--- config.mk ---
export PLATFORM = sky130hd
export DESIGN_NAME = fifo_sync_ext
export DESIGN_NICKNAME = d
export VERILOG_FILES = /design/src/rtl/fifo_sync_ext.sv
export SDC_FILE = /design/constraint.sdc
export NUM_CORES = 1
export LEC_CHECK = 0
export BUFFER_PORTS_ARGS = -buffer_cell sky130_fd_sc_hd__clkbuf_2
export CAP_MARGIN = 5
export CELL_PAD_IN_SITES_DETAIL_PLACEMENT = 2
export CELL_PAD_IN_SITES_GLOBAL_PLACEMENT = 2
export CORE_MARGIN = 2
export CORE_UTILIZATION = 40
export CTS_BUF_LIST = sky130_fd_sc_hd__clkbuf_16
export CTS_CLUSTER_DIAMETER = 120
export DETAILED_ROUTE_END_ITERATION = 12
export PLACE_DENSITY_LB_ADDON = 0.1
export SLEW_MARGIN = 15
export SYNTH_ARGS = -nofsm -noshare
export SYNTH_HDL_FRONTEND = slang
export SYNTH_SLANG_ARGS = --single-unit
--- constraint.sdc ---
create_clock -name clk -period 4.2 [get_ports clk]
set_input_delay 0.84 -clock clk [delete_from_list [all_inputs] [get_ports clk]]
set_output_delay 0.84 -clock clk [all_outputs]
set_load 0.005 [all_outputs]
--- src/rtl/fifo_sync_ext.sv ---
// Single-clock FIFO with selectable FWFT/standard read, occupancy count, programmable
// almost flags, sticky error flags, synchronous flush and write-while-full pass-through.
module fifo_sync_ext #(
    parameter int DATA_BITS     = 8,
    parameter int ADDR_BITS     = 4,
    parameter int FWFT          = 0,
    parameter int AFULL_THRESH  = (1 << ADDR_BITS) - 2,
    parameter int AEMPTY_THRESH = 2
) (
    input  logic                 clk,
    input  logic                 rst,
    input  logic                 clr,
    input  logic                 wr_en,
    input  logic [DATA_BITS-1:0] data_in,
    input  logic                 rd_en,
    output logic [DATA_BITS-1:0] data_out,
    output logic                 valid,
    output logic                 full,
    output logic                 empty,
    output logic                 almost_full,
    output logic                 almost_empty,
    output logic [ADDR_BITS:0]   count,
    output logic                 overflow,
    output logic                 underflow
);
    localparam int DEPTH = 1 << ADDR_BITS;

    logic [DATA_BITS-1:0] mem [DEPTH];
    logic [ADDR_BITS-1:0] wr_ptr;
    logic [ADDR_BITS-1:0] rd_ptr;
    logic [ADDR_BITS:0]   cnt;
    logic                 do_rd;
    logic                 do_wr;

    assign do_rd = rd_en && !empty;
    assign do_wr = wr_en && (!full || do_rd);

    assign count        = cnt;
    assign empty        = (cnt == '0);
    assign full         = (cnt == (ADDR_BITS+1)'(DEPTH));
    assign almost_full  = (int'(cnt) >= AFULL_THRESH);
    assign almost_empty = (int'(cnt) <= AEMPTY_THRESH);

    // Storage is deliberately not reset; a flush only discards the pending write.
    always_ff @(posedge clk) begin
        if (do_wr && !clr) begin
            mem[wr_ptr] <= data_in;
        end
    end

    always_ff @(posedge clk or posedge rst) begin
        if (rst) begin
            wr_ptr    <= '0;
            rd_ptr    <= '0;
            cnt       <= '0;
            overflow  <= 1'b0;
            underflow <= 1'b0;
        end else if (clr) begin
            wr_ptr    <= '0;
            rd_ptr    <= '0;
            cnt       <= '0;
            overflow  <= 1'b0;
            underflow <= 1'b0;
        end else begin
            if (do_wr) begin
                wr_ptr <= wr_ptr + 1'b1;
            end
            if (do_rd) begin
                rd_ptr <= rd_ptr + 1'b1;
            end
            if (do_wr && !do_rd) begin
                cnt <= cnt + 1'b1;
            end else if (do_rd && !do_wr) begin
                cnt <= cnt - 1'b1;
            end
            if (wr_en && !do_wr) begin
                overflow <= 1'b1;
            end
            if (rd_en && !do_rd) begin
                underflow <= 1'b1;
            end
        end
    end

    generate
        if (FWFT != 0) begin : g_fwft
            // Head of queue is presented combinationally; zero while empty.
            assign data_out = empty ? '0 : mem[rd_ptr];
            assign valid    = !empty;
        end else begin : g_std
            always_ff @(posedge clk or posedge rst) begin
                if (rst) begin
                    data_out <= '0;
                    valid    <= 1'b0;
                end else if (clr) begin
                    data_out <= '0;
                    valid    <= 1'b0;
                end else if (do_rd) begin
                    data_out <= mem[rd_ptr];
                    valid    <= 1'b1;
                end else begin
                    valid    <= 1'b0;
                end
            end
        end
    endgenerate
endmodule

==> key figures, run 1 <==
Placed design
  • # port buffers: 32
  • GPL Wtd Cong: 0.710
  • Detailed Place HPWL: just over 10 mm
  • Cells after DPL: roughly 580
  • Dpl ws: ~1.2 ns
  • Placed inst area: about 0.0067 mm2

Global routing
  • First-pass GRT wire length: between 20 and 25 mm
  • Vias in the first global route: 3680
  • Largest net degree at the start of global routing: 35
  • Total Routing Usage GR: 20.6%
  • Global route overflow: 0
  • Initial antenna violation count: 0

Setup path
  • R2R depth: 7
  • CP arrival: approximately 3 ns
  • Crit path kind: reg -> reg
  • Crit-path cells: or4_4 > a211o_1 > ha_1 > a21oi_1 > nand3_1 > a41oi_1 > a21boi_0
  • Critical path launch point type: flip-flop
  • Slowest CP cell: or4_4
  • Crit path max fanout: 12
  • RR Startpoint: count[0]$_DFFE_PP0P_
  • Buf/Inv on CP: 0
  • Critical Path Start: count[0]$_DFFE_PP0P_
  • Delay of the slowest critical-path stage: 0.69 ns
  • FF-to-FF setup slack: about 1.5 ns
  • Crit path max-delay family: compound AO/OA/AOI/OAI gates
  • Crit end category: flip-flop
  • Worst r2r dst: count[3]$_DFFE_PP0P_
  • CP Data Required Time: ~4.5 ns

Clock tree
  • CTS tree: yes
  • # hold bufs at CTS: 0
  • Clock buffer depth: 2
  • CTS resizes: 0
  • CTS buffer count: 17
  • Latest clock arrival within the worst-skew pair: 0.43 ns
  • Num Clock Sinks: ~150
  • Worst-path clk slew: roughly 0.060 ns
  • # H-tree levels: 4
  • Clk root buf: clkbuf_16
  • Post-CTS Setup Inserts: 0

STA
  • PnR worst setup slack: 1.45 ns
  • Fmax: ~360 MHz
  • Final number of setup-violating endpoints: 0
  • Final period util: about two thirds
  • Setup TNS: 0 ns
  • Hold Fails Final Rpt: 0
  • Setup Skew: between 0.01 and 0.015 ns
  • Final worst path period need: 2.75 ns
  • RSZ-0062 raised after global routing: false
  • Tightest Pin Transition: ~1.0 ns
  • Slew Limit Fails: 0
  • Worst slew margin: 33.1%

Synth
  • Syn Std Cell Area: ~0.0063 mm2
  • Primary FF master, synth: edfxtp_1
  • Sequential fraction of the synthesis area: a little over two thirds
  • Post-Syn Nets: 372
  • Yosys reg bits: about 150
  • Mean Syn Cell Area: between 15 and 20 um2
  • Number of synthesized flops with an enable pin: 128
  • Netlist cell types: 43
  • Synthesized instance count: 349
  • Synth warn: 0
  • Asr flop ratio synth: ~16%

Finish
  • Nets: 408
  • Share of layout cells above drive strength 1: 26.4%
  • Most frequent cells in the layout: edfxtp_1, nor2_1, mux4_2, clkbuf_2, dfrtp_1
  • Commonest non-fill, non-tap cell in the layout: edfxtp_1
  • Post-layout instance count excluding filler cells: 609
  • ANT cells: 0
  • Post-route cell area: 0.00723 mm2
  • Area Overhead vs Synth: 14.7%

Min path
  • Worst Hold Class: in -> async

Power and ir drop
  • Pwr/cell area: between 500 and 600 mW/mm2
  • VDD IR max: 349 uV
  • Lkg Pwr: approximately 2.4 nW

Floorplan
  • Initial core utilization: about 41%
  • Site Rows: 45
  • Die width: roughly 130 um
  • Die footprint: 0.0168 mm2
  • Core ar.: approximately 0.015 mm2
  • Ports: 33
  • Die height: 130 um

Detailed routing
  • Drt via density: 5.38
  • Detailed Route Iter0 Violations: 266
  • Detailed Route WL: approximately 15 mm
  • Avg WL per Cell: 25.2 um
  • ANT nets after route: 0
  • Drt drc: 0
  • TritonRoute pass-1 iters: 4
  • Routed via count: roughly 3300

Run
  • Count of maximum capacitance violations: 0

Run status
  • Outcome: finished clean
[metrics by stage]
| step | hold WS, ns | util, % | total power, mW |
|---|---|---|---|
| 4_1_cts | 0.516 | 47.2 | 3.90 |
| 2_1_floorplan | 0.486 | - | 2.20 |
| 6_report | 0.498 | 47.2 | 3.85 |
| 3_5_place_dp | 0.500 | 43.6 | 2.42 |
| 3_3_place_gp | 0.487 | 43.6 | 2.40 |
| 5_1_grt | 0.554 | 47.2 | 4.04 |
[Yosys cell counts, types with 2 or more instances]
cell type,count,area (um2)
o21ai_0,3,15.0
dfrtp_1,24,601
xnor2_1,2,17.5
a21oi_1,9,45.0
clkbuf_1,8,30.0
inv_1,9,33.8
mux2i_1,19,190
nand3b_1,9,67.6
buf_2,9,45.0
xor2_1,4,35.0
ha_1,9,113
mux2_2,3,33.8
nand2_1,6,22.5
edfxtp_1,128,3840
a41oi_1,2,17.5
mux4_2,32,721
o221ai_1,8,70.1
nor2_1,33,124
nand3_1,5,25.0
or3_1,4,25.0
[layer usage]
layer  up-vias  GRT usage [%]  share of wire (%)  wire length, um
met2        77           32.4                 49             7480
met1      1740           28.7                 45             6970
met3        10           5.41                4.9              746
li1       1449              -                  -                -
met4         0           5.50               0.93              142
met5         -              0                  0                0
[registers in the layout, indices dropped and copies added, names as in the netlist]
| register | flops |
|---|---|
| valid | 1 |
| underflow | 1 |
| overflow | 1 |
| rd_ptr | 4 |
| wr_ptr | 4 |
| mem | 128 |
| count | 5 |
| data_out | 8 |
[cell type report]
class,instances,area (um2)
fill,1420,8080
timing repair buffer,37,198
multi-input combinational,168,1730
tap,211,264
sequential,152,4450
clock buffer,17,425
clock inverter,15,136
inverter,9,33.8
[worst max path at each step]
stage | to | slack, ns | cells past startpoint
final | count[3]$_DFFE_PP0P_ | 1.45 | 7
after global placement | mem[2][2]$_DFFE_PP_ | 1.32 | 5
after floorplan | count[3]$_DFFE_PP0P_ | 1.59 | 8
after global routing | count[3]$_DFFE_PP0P_ | 1.29 | 7
after CTS | count[3]$_DFFE_PP0P_ | 1.42 | 7
after detailed placement | mem[2][0]$_DFFE_PP_ | 1.23 | 5
[logic make-up after synthesis]
family	Yosys count	share of synthesized area, %
muxes	54	15.0
adders and majority gates	10	2.10
and+or+nand+nor	64	5.04
DFF	152	70.5
buffers and inverters	29	2.08
xor gates and xnor gates	6	0.833
AOI/OAI and AO/OA	34	4.48
[report_power, final]
| part | leakage (nW) | switching (mW) | internal (mW) |
|---|---|---|---|
| Clock | 0.283 | 0.605 | 0.865 |
| Sequential | 1.47 | 0.0986 | 1.71 |
| Combinational | 0.692 | 0.327 | 0.250 |
(Power assumes the default switching activity.)
==> inputs of run 2 (changes only) <==
==> constraint.sdc (replaced) <==
create_clock -name clk -period 2.8 [get_ports clk]
set_input_delay 0.56 -clock clk [delete_from_list [all_inputs] [get_ports clk]]
set_output_delay 0.56 -clock clk [all_outputs]
set_load 0.005 [all_outputs]
==> run 2 against run 1 <==
Critical path depth is the same. Sequential power grew 49%. Sequential share of layout area shrank 1.5 points. Fmax grew 4.2%. Total power grew 56%. Global-route usage shrank 0.080 points. Critical path type unchanged. Clock-buffer cell count is the same. Register-to-register slack lost 1.3 ns. First-iteration DRC count shrank 11%. Worst setup slack lost 1.3 ns.
==> key figures, run 2 (synthesis gave the netlist of run 1 again) <==
Setup path
  • Critical path launch point type: flip-flop
  • CP arrival: 2.97 ns (-0.11 ns)
  • Crit end category: flip-flop
  • CP Data Required Time: 3.14 ns (-1.40 ns)
  • Crit path max fanout: 7 (-5)
  • Worst r2r dst: count[3]$_DFFE_PP0P_
  • FF-to-FF setup slack: 0.16 ns (-1.29 ns)
  • R2R depth: 7 (unchanged)
  • RR Startpoint: count[2]$_DFFE_PP0P_
  • Crit path kind: reg -> reg

Finish
  • Area Overhead vs Synth: 17.6%
  • Share of layout cells above drive strength 1: 29.8% (+3.4 points)
  • Nets: 426 (+4.4%)
  • Commonest non-fill, non-tap cell in the layout: edfxtp_1
  • Final core utilization: 48.4% (+1.2 points)
  • Number of flip-flops in the largest register: 128 (unchanged)
  • ANT cells: 0 (unchanged)
  • Top reg by flops: mem
  • Most frequent cells in the layout: edfxtp_1, nor2_1, mux4_2, clkbuf_2
  • Fillers: 1424 (+0.28%)

Floorplan
  • Core ar.: 0.0153 mm2 (unchanged)
  • Die width: 130 um (unchanged)
  • Die footprint: 0.0168 mm2 (unchanged)
  • Die height: 130 um (unchanged)
  • Initial core utilization: 41.2% (unchanged)
  • Ports: 33 (unchanged)
  • Site Rows: 45 (unchanged)

STA
  • Tightest Pin Transition: 1.03 ns (+0.0288 ns)
  • Worst slew margin: 31.3% (-1.8 points)
  • Slew Limit Fails: 0 (unchanged)
  • RSZ-0062 raised after global routing: false
  • Fmax: 379 MHz (+4.2%)
  • Final period util: 94.2% (+29 points)
  • Final number of setup-violating endpoints: 0 (unchanged)
  • Hold Fails Final Rpt: 0 (unchanged)
  • Setup TNS: 0 ns (unchanged)
  • Final worst path period need: 2.64 ns (-0.111 ns)
  • Setup Skew: 0.00887 ns (-0.00414 ns)

Placed design
  • # port buffers: 32 (unchanged)
  • Detailed Place HPWL: 10.2 mm (+0.66%)
  • GPL Wtd Cong: 0.774 (+9.0%)

Global routing
  • Global route overflow: 0 (unchanged)
  • Total Routing Usage GR: 20.5% (-0.080 points)
  • Initial antenna violation count: 0 (unchanged)
  • Vias in the first global route: 3731 (+1.4%)
  • First-pass GRT wire length: 23.7 mm (-0.87%)
  • Largest net degree at the start of global routing: 28 (-20%)

Run status
  • Outcome: finished clean

Detailed routing
  • Drt via density: 5.40 (+0.33%)
  • Detailed Route Iter0 Violations: 237 (-11%)
  • Drt drc: 0 (unchanged)
  • TritonRoute pass-1 iters: 4 (unchanged)
  • Detailed Route WL: 15.5 mm (+1.3%)
  • ANT nets after route: 0 (unchanged)
  • Routed via count: 3384 (+3.3%)
  • Avg WL per Cell: 24.8 um (-1.6%)

Clock tree
  • Clock buffer depth: 2 (unchanged)
  • Num Clock Sinks: 152 (unchanged)
  • Post-CTS Setup Inserts: 0 (unchanged)
  • # hold bufs at CTS: 0 (unchanged)
  • Worst-path clk slew: 0.06 ns (about the same)
  • CTS resizes: 0 (unchanged)
  • Clk root buf: clkbuf_16
  • CTS buffer count: 17 (unchanged)
  • # H-tree levels: 4 (unchanged)
  • CTS tree: yes
  • Latest clock arrival within the worst-skew pair: 0.43 ns (about the same)

Power and ir drop
  • Pwr/cell area: 811 mW/mm2 (+52%)
  • VDD IR max: 563 uV (+61%)
  • Lkg Pwr: 2.57 nW (+4.9%)

Min path
  • Worst Hold Class: in -> async

Run
  • Count of maximum capacitance violations: 0 (unchanged)
## run 2: worst max path at each step
stage / startpoint / to / cells after the start
floorplan: count[0]$_DFFE_PP0P_ / count[3]$_DFFE_PP0P_ / 8
global placement: count[2]$_DFFE_PP0P_ / count[4]$_DFFE_PP0P_ / 7
detailed placement: count[2]$_DFFE_PP0P_ / count[3]$_DFFE_PP0P_ / 7
CTS: count[2]$_DFFE_PP0P_ / count[3]$_DFFE_PP0P_ / 7
global route: count[2]$_DFFE_PP0P_ / count[3]$_DFFE_PP0P_ / 7
finish: count[2]$_DFFE_PP0P_ / count[3]$_DFFE_PP0P_ / 7
## run 2: area by class of cell
class / instances / area [um2] / area share (%)
timing repair buffer: 55 / 333 / 4.49
tap: 211 / 264 / 3.56
clock buffer: 17 / 425 / 5.74
inverter: 9 / 33.8 / 0.455
multi-input combinational: 168 / 1730 / 23.3
sequential: 152 / 4450 / 59.9
clock inverter: 15 / 185 / 2.50
## run 2: worst max-delay path, cell delays in order, from the launching register on
cell and delay (ns):
dfrtp_1 0.46, or4_4 0.57, a211o_1 0.40, ha_1 0.36
a21oi_1 0.21, nand3_1 0.11, a41oi_1 0.21, a21boi_1 0.22
## run 2: where the power goes
group | internal [mW] | leakage, nW | switching (mW)
Clock | 1.48 | 0.304 | 0.904
Combinational | 0.414 | 0.789 | 0.532
Sequential | 2.56 | 1.47 | 0.129
Total | 4.45 | 2.57 | 1.56
## run 2: stage by stage
stage	total power, mW	worst slack, ns	hold slack [ns]	area, um2	cells
after CTS	6.09	0.0880	0.183	7420	627
after detailed placement	3.68	0.127	0.493	6810	595
after global placement	3.64	0.292	0.479	6810	595
final	6.02	0.163	0.183	7420	627
after floorplan	3.31	0.234	0.486	6310	349
after global routing	6.27	0.00956	0.205	7420	627
## run 2: layer usage
layer  vias up  share of wire [%]  GRT usage [%]
li1       1490                  -              -
met1      1805                 43           25.6
met2        75                 52           35.0
met3        14                3.5           5.86
met4         0                1.1           5.88
met5         -                  0              0
